==> src/rtl/noc_pkg.sv <==
// Shared NoC router constants, FSM state type and credit-counter sizing helper.
package noc_pkg;

  localparam int DATA_W    = 20;
  localparam int CREDITS   = 4;
  localparam int NUM_PORTS = 5;

  localparam int PORT_N = 0;
  localparam int PORT_S = 1;
  localparam int PORT_E = 2;
  localparam int PORT_W = 3;
  localparam int PORT_L = 4;

  typedef enum logic {
    IDLE   = 1'b0,
    LOCKED = 1'b1
  } state_e;

  // The counter must hold every value from 0 up to and including the buffer depth.
  function automatic int credit_cnt_w(input int credits);
    return $clog2(credits + 1);
  endfunction

endpackage

==> src/rtl/noc_output_scheduler_if.sv <==
// Request/grant, credit-return and output-link signals of one router output port.
interface noc_output_scheduler_if #(
  parameter int NUM_REQ = noc_pkg::NUM_PORTS,
  parameter int DATA_W  = noc_pkg::DATA_W,
  parameter int CREDITS = noc_pkg::CREDITS
) ();

  localparam int CNT_W = noc_pkg::credit_cnt_w(CREDITS);

  logic [NUM_REQ-1:0]        req;
  logic [NUM_REQ-1:0]        req_tail;
  logic [NUM_REQ*DATA_W-1:0] req_data;
  logic [NUM_REQ-1:0]        grant;
  logic                      ci;
  logic [DATA_W-1:0]         dataout;
  logic                      out_valid;
  logic                      busy;
  logic [CNT_W-1:0]          credit_cnt;
  logic                      credit_err;

  modport master (
    output req, req_tail, req_data, ci,
    input  grant, dataout, out_valid, busy, credit_cnt, credit_err
  );

  modport slave (
    input  req, req_tail, req_data, ci,
    output grant, dataout, out_valid, busy, credit_cnt, credit_err
  );

endinterface

==> src/rtl/noc_output_scheduler_rr_arbiter.sv <==
// Combinational round-robin pick: first asserted request at or after ptr_i, wrapping.
module rr_arbiter #(
  parameter int NUM_REQ = noc_pkg::NUM_PORTS,
  parameter int PTR_W   = (NUM_REQ > 1) ? $clog2(NUM_REQ) : 1
) (
  input  logic [NUM_REQ-1:0] req_i,
  input  logic [PTR_W-1:0]   ptr_i,
  output logic [NUM_REQ-1:0] gnt_o,
  output logic [PTR_W-1:0]   idx_o,
  output logic               any_o
);

  int               cand;
  logic [PTR_W-1:0] cand_idx;

  // NOTE: every combinational output gets a default before any branch, so no path leaves one unassigned and no latch is inferred.
  always_comb begin
    gnt_o    = '0;
    idx_o    = '0;
    any_o    = 1'b0;
    cand     = 0;
    cand_idx = '0;
    for (int k = 0; k < NUM_REQ; k++) begin
      cand     = (int'(ptr_i) + k) % NUM_REQ;
      cand_idx = PTR_W'(cand);
      if (!any_o && req_i[cand_idx]) begin
        any_o           = 1'b1;
        idx_o           = cand_idx;
        gnt_o[cand_idx] = 1'b1;
      end
    end
  end

endmodule

==> src/rtl/noc_output_scheduler.sv <==
// Output-port scheduler: round-robin with packet locking, gated by downstream credits.
module noc_output_scheduler #(
  parameter int NUM_REQ = noc_pkg::NUM_PORTS,
  parameter int DATA_W  = noc_pkg::DATA_W,
  parameter int CREDITS = noc_pkg::CREDITS
) (
  input logic                   clk,
  input logic                   RST,
  noc_output_scheduler_if.slave bus
);

  import noc_pkg::state_e;
  import noc_pkg::IDLE;
  import noc_pkg::LOCKED;
  import noc_pkg::credit_cnt_w;

  localparam int               PTR_W   = (NUM_REQ > 1) ? $clog2(NUM_REQ) : 1;
  localparam int               CNT_W   = credit_cnt_w(CREDITS);
  localparam logic [CNT_W-1:0] CNT_MAX = CNT_W'(CREDITS);

  state_e             state_q, state_d;
  logic [PTR_W-1:0]   rr_ptr_q, rr_ptr_d;
  logic [PTR_W-1:0]   owner_q, owner_d;
  logic [CNT_W-1:0]   credit_q, credit_d;
  logic               credit_err_q, credit_err_d;
  logic [DATA_W-1:0]  dataout_q;
  logic               out_valid_q;

  logic               can_send;
  logic               send;
  logic [PTR_W-1:0]   sel;
  logic [NUM_REQ-1:0] grant;

  logic [NUM_REQ-1:0] arb_gnt;
  logic [PTR_W-1:0]   arb_idx;
  logic               arb_any;

  function automatic logic [PTR_W-1:0] next_ptr(input logic [PTR_W-1:0] p);
    return (p == PTR_W'(NUM_REQ - 1)) ? '0 : p + 1'b1;
  endfunction

  rr_arbiter #(
    .NUM_REQ (NUM_REQ),
    .PTR_W   (PTR_W)
  ) u_arb (
    .req_i (bus.req),
    .ptr_i (rr_ptr_q),
    .gnt_o (arb_gnt),
    .idx_o (arb_idx),
    .any_o (arb_any)
  );

  // The registered count gates sends; a credit returning this cycle only helps next cycle.
  assign can_send = (credit_q != '0);

  always_comb begin
    state_d      = state_q;
    rr_ptr_d     = rr_ptr_q;
    owner_d      = owner_q;
    credit_d     = credit_q;
    credit_err_d = credit_err_q;
    send         = 1'b0;
    sel          = owner_q;
    grant        = '0;

    if (!RST && can_send) begin
      unique case (state_q)
        IDLE: begin
          send  = arb_any;
          sel   = arb_idx;
          grant = arb_gnt;
        end
        LOCKED: begin
          send = bus.req[owner_q];
          if (send) grant = NUM_REQ'(1) << owner_q;
        end
        default: ;
      endcase
    end

    if (send) begin
      if (bus.req_tail[sel]) begin
        state_d  = IDLE;
        rr_ptr_d = next_ptr(sel);
      end else begin
        state_d = LOCKED;
        owner_d = sel;
      end
    end

    unique case ({send, bus.ci})
      2'b10: credit_d = credit_q - 1'b1;
      2'b01: begin
        if (credit_q == CNT_MAX) credit_err_d = 1'b1;
        else                     credit_d     = credit_q + 1'b1;
      end
      default: ;
    endcase
  end

  // NOTE: state registers use non-blocking assignments so every flop samples pre-edge values, independent of block ordering.
  always_ff @(posedge clk) begin
    if (RST) begin
      state_q      <= IDLE;
      rr_ptr_q     <= '0;
      owner_q      <= '0;
      credit_q     <= CNT_MAX;
      credit_err_q <= 1'b0;
      dataout_q    <= '0;
      out_valid_q  <= 1'b0;
    end else begin
      state_q      <= state_d;
      rr_ptr_q     <= rr_ptr_d;
      owner_q      <= owner_d;
      credit_q     <= credit_d;
      credit_err_q <= credit_err_d;
      out_valid_q  <= send;
      if (send) dataout_q <= bus.req_data[sel*DATA_W +: DATA_W];
    end
  end

  assign bus.grant      = grant;
  assign bus.dataout    = dataout_q;
  assign bus.out_valid  = out_valid_q;
  assign bus.busy       = (state_q == LOCKED);
  assign bus.credit_cnt = credit_q;
  assign bus.credit_err = credit_err_q;

endmodule
==> src/flat_wrapper.sv <==
// flat-port wrapper written by rule: the top's interface ports become plain ports
module noc_output_scheduler_flat import noc_pkg::state_e; import noc_pkg::IDLE; import noc_pkg::LOCKED; import noc_pkg::credit_cnt_w;
#(
  parameter int NUM_REQ = noc_pkg::NUM_PORTS,
  parameter int DATA_W  = noc_pkg::DATA_W,
  parameter int CREDITS = noc_pkg::CREDITS
)
  (clk, RST, bus_req, bus_req_tail, bus_req_data, bus_ci, bus_grant, bus_dataout, bus_out_valid, bus_busy, bus_credit_cnt, bus_credit_err);
  noc_output_scheduler_if #(.NUM_REQ(NUM_REQ), .DATA_W(DATA_W), .CREDITS(CREDITS)) bus_i ();
  input logic clk;
  input logic RST;
  input wire logic [$bits(bus_i.req)-1:0] bus_req;
  input wire logic [$bits(bus_i.req_tail)-1:0] bus_req_tail;
  input wire logic [$bits(bus_i.req_data)-1:0] bus_req_data;
  input wire logic [$bits(bus_i.ci)-1:0] bus_ci;
  output wire logic [$bits(bus_i.grant)-1:0] bus_grant;
  output wire logic [$bits(bus_i.dataout)-1:0] bus_dataout;
  output wire logic [$bits(bus_i.out_valid)-1:0] bus_out_valid;
  output wire logic [$bits(bus_i.busy)-1:0] bus_busy;
  output wire logic [$bits(bus_i.credit_cnt)-1:0] bus_credit_cnt;
  output wire logic [$bits(bus_i.credit_err)-1:0] bus_credit_err;
  assign bus_i.req = bus_req;
  assign bus_i.req_tail = bus_req_tail;
  assign bus_i.req_data = bus_req_data;
  assign bus_i.ci = bus_ci;
  assign bus_grant = bus_i.grant;
  assign bus_dataout = bus_i.dataout;
  assign bus_out_valid = bus_i.out_valid;
  assign bus_busy = bus_i.busy;
  assign bus_credit_cnt = bus_i.credit_cnt;
  assign bus_credit_err = bus_i.credit_err;
  noc_output_scheduler #(.NUM_REQ(NUM_REQ), .DATA_W(DATA_W), .CREDITS(CREDITS)) u_core (.clk(clk), .RST(RST), .bus(bus_i));
endmodule
==> config.mk <==
export PLATFORM = sky130hd
export DESIGN_NAME = noc_output_scheduler_flat
export DESIGN_NICKNAME = d
export VERILOG_FILES = /design/src/rtl/noc_pkg.sv /design/src/rtl/noc_output_scheduler_if.sv /design/src/rtl/noc_output_scheduler_rr_arbiter.sv /design/src/rtl/noc_output_scheduler.sv /design/src/flat_wrapper.sv
export SDC_FILE = /design/constraint.sdc
export NUM_CORES = 1
export LEC_CHECK = 0
export CAP_MARGIN = 20
export CORE_AREA = 2 2 111 81
export CTS_BUF_LIST = sky130_fd_sc_hd__clkbuf_8
export DETAILED_ROUTE_END_ITERATION = 10
export DIE_AREA = 0 0 113 83
export GPL_ROUTABILITY_DRIVEN = 1
export PLACE_DENSITY = 0.84
export SYNTH_ARGS = -nofsm -noshare
export SYNTH_HDL_FRONTEND = slang
export SYNTH_SLANG_ARGS = --single-unit
==> constraint.sdc <==
create_clock -name clk -period 19.1 [get_ports clk]
set_clock_uncertainty 0.2 [all_clocks]
set_input_delay 3.82 -clock clk [delete_from_list [all_inputs] [get_ports clk]]
set_output_delay 3.82 -clock clk [all_outputs]
set_load 0.03 [all_outputs]
==> impl_metrics.tcl, run 1 <==
set metrics [dict create \
    slew_headroom_pct 41.6 \
    drive_gt1_share_pct 11.9 \
    area_growth_pct 37.6 \
    grt_antenna_before_repair 0 \
    synth-seq-area-share_pct 15.2 \
    wl_per_cell_um 20.0 \
    violations "DRC" \
    cts_tree "built" \
    reg2reg_depth 25 \
    syn_nets 666 \
    die_x_um 113 \
    diodes 0 \
    port_buffers 143 \
    min_period_ns 11.28 \
    cts.sinks 32 \
    grt_setup_unrepaired "false" \
    yosysWarnings 0 \
    rows 28 \
    drc_errors 3 \
    finalSetupTns_ns 0 \
    synth_ff_type "dfxtp_1" \
    worst_slew_pin_slew_ns 0.875 \
    utilization_pct 69.9 \
    vdd_ir_drop_max_uv 72.2 \
    insertion_delay_ns 0.29 \
    start_kind "primary input" \
    post-dp-hpwl_um 11900 \
    hold_viol 0 \
    postCtsSetupBuffers 0 \
    ys_types 95 \
    cts_buffers 5 \
    h-tree-depth 2 \
    start_util_pct 50.8 \
    setup_viol 0 \
    worstSetupPathType "in -> out" \
    power_uw 863 \
    timing.rr.start "u_core.rr_ptr_q[0]$_SDFFE_PP0P_" \
    grt_pass1_wl_um 24300 \
    power_density_nw_per_um2 149 \
    critPathCapture "bus_grant[4]" \
    die_area_um2 9380 \
    drt_first_pass_iters 8 \
    place.gp.congestion 1.02 \
    finalCritPeriodShare_pct 59.1 \
    max-cap-violations 0 \
    core_um2 8270 \
    critPathLaunch "bus_req[2]" \
    grt_max_degree 47 \
    gr-usage-all-layers_pct 31.6 \
    crit_arrival_ns 7.26 \
    clk_pin_slew_ns 0.07 \
    end_kind "output port" \
    path_max_fanout 8 \
    hold_depth 2 \
    hold_class "reg -> reg" \
    clk_path_buf_depth 2 \
    cts_hold_buf 0 \
    whs_ns 0.308 \
    synth-edff-count 0 \
    grt_pass1_vias 4801 \
    cts_resized 0 \
    final_nets 786 \
    grt_overflow 0 \
    critPathRequiredTime_ns 15.08 \
    syn_avg_cell_area_um2 7.90 \
    drt-initial-drc-count 423 \
    slew_violations 0 \
    route.vias.total 4891 \
    cellLeakagePower_uw 0.00221 \
    wl_um 15200 \
    status "finished, violations left" \
    synthArstFlopShare_pct 0 \
    die_h_um 83 \
    cts_root_buf "clkbuf_8" \
    r2r_setup_slack_ns 11.66 \
    pin_count 144 \
    syn_inst 532 \
    routed_via_density 6.45 \
    syn-cell-area_um2 4200 \
    worstReg2RegEnd "u_core.bus.credit_cnt[2]$_SDFFE_PP1P_" \
    synth_seq_cells 32 \
    postRouteAntennaNets 0 \
    fmax_ghz 0.0887 \
]
-- sequential cells by signal (all words and copies together), names as in the netlist --
| register | cells |
|---|---|
| u_core.rr_ptr_q | 3 |
| u_core.bus.credit_err | 1 |
| u_core.bus.credit_cnt | 3 |
| u_core.bus.busy | 1 |
| u_core.bus.dataout | 20 |
| u_core.bus.out_valid | 1 |
| u_core.owner_q | 3 |
-- metrics by stage --
stage,setup WS (ns),instances,area (um2)
2_1_floorplan,9.13,532,4200
3_3_place_gp,7.89,750,5670
3_5_place_dp,7.87,750,5670
4_1_cts,7.86,758,5780
5_1_grt,7.54,758,5780
6_report,7.82,758,5780
-- area by class of cell --
cell class              count  area (um2)
multi-input cells         446        3360
fillers                   680        2480
repair buffers            149        1480
flip-flops and latches     32         641
well taps                 105         131
clock buffers               5        68.8
inverters                  18        67.6
clock inverters             3        42.5
-- cells in the final DEF, fill, tap and decap left out, types with 8 or more instances in the layout --
master           count
clkdlybuf4s50_1    143
a21oi_1             59
mux2_2              32
dfxtp_1             32
nand2_1             30
nor2_1              29
o21ai_0             27
a22oi_1             26
ha_1                20
mux2_1              15
inv_1               14
mux2i_1             14
nand3_1             13
nor3_1              11
nand2b_1             9
nor2b_1              8
and3_1               8
-- critical path: stages --
cell and delay (ns):
clkdlybuf4s50_1 0.55, mux2_1 0.39, o311a_1 0.15, o221a_4 0.14, a41oi_2 0.21, nor4b_2 0.59, nand4_1 0.28, nor2_1 0.17
nor3_1 0.07, a21oi_1 0.17, clkdlybuf4s50_1 0.69
-- cell usage after synthesis, types with 3 or more instances --
| master | count | share of area [%] |
|---|---|---|
| a2111oi_0 | 3 | 0.63 |
| a211o_1 | 4 | 0.83 |
| a211oi_1 | 3 | 0.54 |
| a21oi_1 | 59 | 7.0 |
| a22oi_1 | 26 | 4.6 |
| a31o_1 | 3 | 0.63 |
| a31oi_1 | 5 | 0.74 |
| a32o_1 | 4 | 0.95 |
| a32oi_1 | 3 | 0.63 |
| and2_1 | 5 | 0.74 |
| and3_1 | 8 | 1.2 |
| buf_2 | 6 | 0.71 |
| clkbuf_1 | 25 | 2.2 |
| dfxtp_1 | 32 | 15 |
| ha_1 | 20 | 6.0 |
| inv_1 | 14 | 1.3 |
| inv_2 | 3 | 0.27 |
| mux2_1 | 15 | 4.0 |
| mux2_2 | 32 | 8.6 |
| mux2i_1 | 14 | 3.3 |
| nand2_1 | 30 | 2.7 |
| nand2b_1 | 9 | 1.3 |
| nand3_1 | 13 | 1.5 |
| nand3b_1 | 3 | 0.54 |
| nand4_1 | 6 | 0.89 |
| nor2_1 | 29 | 2.6 |
| nor2b_1 | 8 | 1.2 |
| nor3_1 | 13 | 1.5 |
| nor3b_1 | 4 | 0.71 |
| o211ai_1 | 4 | 0.71 |
| o21a_1 | 6 | 1.1 |
| o21ai_0 | 27 | 3.2 |
| o21ai_1 | 3 | 0.36 |
| o221ai_1 | 3 | 0.63 |
| o31ai_1 | 3 | 0.54 |
| or3_1 | 6 | 0.89 |
| or4_1 | 3 | 0.54 |
| xnor2_1 | 7 | 1.5 |
-- metal layers --
metal  wire, um  track usage (%)  up-vias
met3       1500             8.91       19
met1       6590             42.0     2314
met5          0                0        -
li1           -                -     2285
met2       6880             50.6      273
met4        215             7.76        0
-- logic make-up after synthesis --
kind of cell | Yosys count | share of synthesized area [%]
mux | 63 | 16.8
simple gates | 159 | 21.1
fa+ha+maj | 21 | 6.43
flops | 32 | 15.2
buf+inv | 54 | 5.36
compound gates | 192 | 31.9
xor+xnor | 11 | 3.10
-- how the worst min path moves through the flow --
stage | start | end
after floorplan | u_core.owner_q[2]$_SDFFE_PP0P_ | u_core.owner_q[2]$_SDFFE_PP0P_
after global placement | u_core.bus.credit_err$_SDFFE_PP0P_ | u_core.bus.credit_err$_SDFFE_PP0P_
after detailed placement | u_core.bus.credit_err$_SDFFE_PP0P_ | u_core.bus.credit_err$_SDFFE_PP0P_
after CTS | u_core.bus.credit_err$_SDFFE_PP0P_ | u_core.bus.credit_err$_SDFFE_PP0P_
after global routing | u_core.bus.credit_err$_SDFFE_PP0P_ | u_core.bus.credit_err$_SDFFE_PP0P_
final | u_core.bus.credit_err$_SDFFE_PP0P_ | u_core.bus.credit_err$_SDFFE_PP0P_
-- power by group --
part           internal, uW  switching [uW]  leakage [uW]
Clock                  38.6            28.0     0.0000541
Sequential             90.6            22.2      0.000265
Combinational           280             404       0.00189
Note: power is estimated with default switching activity, not from simulation.
==> run 2: changes to the inputs <==
- CORE_AREA: 2 2 111 81 -> 2 2 122 88
- DIE_AREA: 0 0 113 83 -> 0 0 124 90
- PLACE_DENSITY: 0.84 -> 0.74
- clock period: 19.1 -> 9.8 ns (I/O delays scaled with it)
==> run 2 against run 1 <==
  * The flow now finishes without violations
  * First-iteration DRC count grew 9.5%
  * Die area grew 19%
  * Via count shrank 1.8%
  * Sequential power grew 88%
  * Final cell count grew 3.7%
  * Critical path type is now reg -> out
  * Wire length shrank 3.9%
  * Clock power grew 120%
  * Power grew 94%
==> impl_metrics.tcl, run 2 (same netlist as run 1, synthesis figures left out) <==
set metrics [dict create \
    grt_max_degree 47 \
    hold_depth 2 \
    postRouteAntennaNets 0 \
    clk_path_buf_depth 2 \
    wl_um 14600 \
    post-dp-hpwl_um 11200 \
    gr-usage-all-layers_pct 25.6 \
    path_max_fanout 19 \
    die_x_um 124 \
    min_period_ns 8.22 \
    post-place-ws_ns 1.99 \
    vdd_ir_drop_max_uv 139 \
    setup_viol 0 \
    final.fill_count 963 \
    route.vias.total 4803 \
    finalSetupTns_ns 0 \
    core_um2 10100 \
    multiInputGateArea_um2 3360 \
    drt_first_pass_iters 6 \
    area_growth_pct 38.9 \
    insertion_delay_ns 0.29 \
    postPlaceCellArea_um2 5710 \
    critPathLaunch "u_core.rr_ptr_q[2]$_SDFFE_PP0P_" \
    grt_pass1_vias 4603 \
    cts_buffers 5 \
    utilization_pct 57.9 \
    cts_tree "built" \
    slew_headroom_pct 43.4 \
    cellLeakagePower_uw 0.00222 \
    postCtsSetupBuffers 0 \
    final_area_um2 5840 \
    grt_setup_unrepaired "false" \
    die_area_um2 11200 \
    worstSetupPathType "reg -> out" \
    status "completed" \
    finalCritPeriodShare_pct 83.8 \
    slew_violations 0 \
    final_cell_mix "143 x clkdlybuf4s50_1, 59 x a21oi_1, 32 x mux2_2, 32 x dfxtp_1, 30 x nand2_1" \
    worst_slack_ns 1.58 \
    grt_antenna_before_repair 0 \
    clk_pin_slew_ns 0.09 \
    worstReg2RegEnd "u_core.owner_q[1]$_SDFFE_PP0P_" \
    reg2reg_depth 23 \
    hold_class "reg -> reg" \
    final_common_cell "clkdlybuf4s50_1" \
    place.gp.congestion 0.959 \
    drt-initial-drc-count 463 \
    h-tree-depth 2 \
    cts.sinks 32 \
    seq_area_um2 641 \
    power_density_nw_per_um2 287 \
    grt_pass1_wl_um 23200 \
    hp-start "u_core.bus.credit_err$_SDFFE_PP0P_" \
    diodes 0 \
    cts_hold_buf 0 \
    pin_count 144 \
    final_nets 787 \
    drive_gt1_share_pct 12.1 \
    crit_arrival_ns 6.06 \
    cts_resized 0 \
    worst_slew_pin_slew_ns 0.837 \
    largest_reg_flops 20 \
    start_util_pct 41.7 \
    die_h_um 90 \
    r2r_setup_slack_ns 2.80 \
    hold_end "u_core.bus.credit_err$_SDFFE_PP0P_" \
    end_kind "output port" \
    start_kind "register" \
    rows 31 \
    hold_viol 0 \
    drc_errors 0 \
    grt_overflow 0 \
    critPathRequiredTime_ns 7.64 \
    routed_via_density 6.11 \
    max-cap-violations 0 \
    fmax_ghz 0.122 \
    cts_root_buf "clkbuf_8" \
    port_buffers 143 \
    timing.rr.start "u_core.rr_ptr_q[0]$_SDFFE_PP0P_" \
    wl_per_cell_um 18.6 \
]
run 2: worst max path at each step:
stage	to	slack (ns)	depth (start not counted)
floorplan	bus_grant[3]	2.89	23
global placement	bus_grant[0]	2.16	17
detailed placement	bus_grant[0]	1.99	21
CTS	bus_grant[0]	1.67	21
global route	bus_grant[0]	1.15	17
finish	bus_grant[0]	1.58	17
run 2: where the power goes:
part / switching, uW / internal (uW)
Clock: 55.6 / 89.9
Combinational: 772 / 544
Sequential: 36.6 / 177
Total: 864 / 811
run 2: area by class of cell:
| cell class | count | area share (%) |
|---|---|---|
| Inverter | 18 | 1.16 |
| Timing Repair Buffer | 150 | 25.4 |
| Tap cell | 132 | 2.83 |
| Sequential cell | 32 | 11.0 |
| Multi-Input combinational cell | 446 | 57.5 |
| Clock buffer | 7 | 1.65 |
| Clock inverter | 1 | 0.514 |
run 2: layer usage:
layer | vias to the layer above | routed length, um | GRT usage (%)
li1 | 2289 | - | -
met1 | 2288 | 6610 | 36.5
met2 | 216 | 6600 | 40.7
met3 | 10 | 1260 | 4.63
met4 | 0 | 123 | 4.21
met5 | - | 0 | 0
run 2: worst max-delay path, stage by stage (launching register included):
cell	delay (ns)
dfxtp_1	0.33
buf_4	0.27
ha_1	0.67
a21oi_1	0.22
a211oi_4	0.39
ha_1	0.31
inv_1	0.07
o221ai_2	0.29
nand2_1	0.19
mux2i_1	0.53
nor4b_1	0.23
or2_2	0.34
or3b_2	0.23
nor2_1	0.05
a2111oi_0	0.64
o221ai_1	0.26
o21a_1	0.16
clkdlybuf4s50_1	0.58
run 2: stage by stage:
step	power [uW]	cells	hold slack (ns)
2_1_floorplan	1140	532	0.281
3_3_place_gp	1480	778	0.263
3_5_place_dp	1500	778	0.283
4_1_cts	1660	786	0.304
5_1_grt	1790	786	0.355
6_report	1680	786	0.296
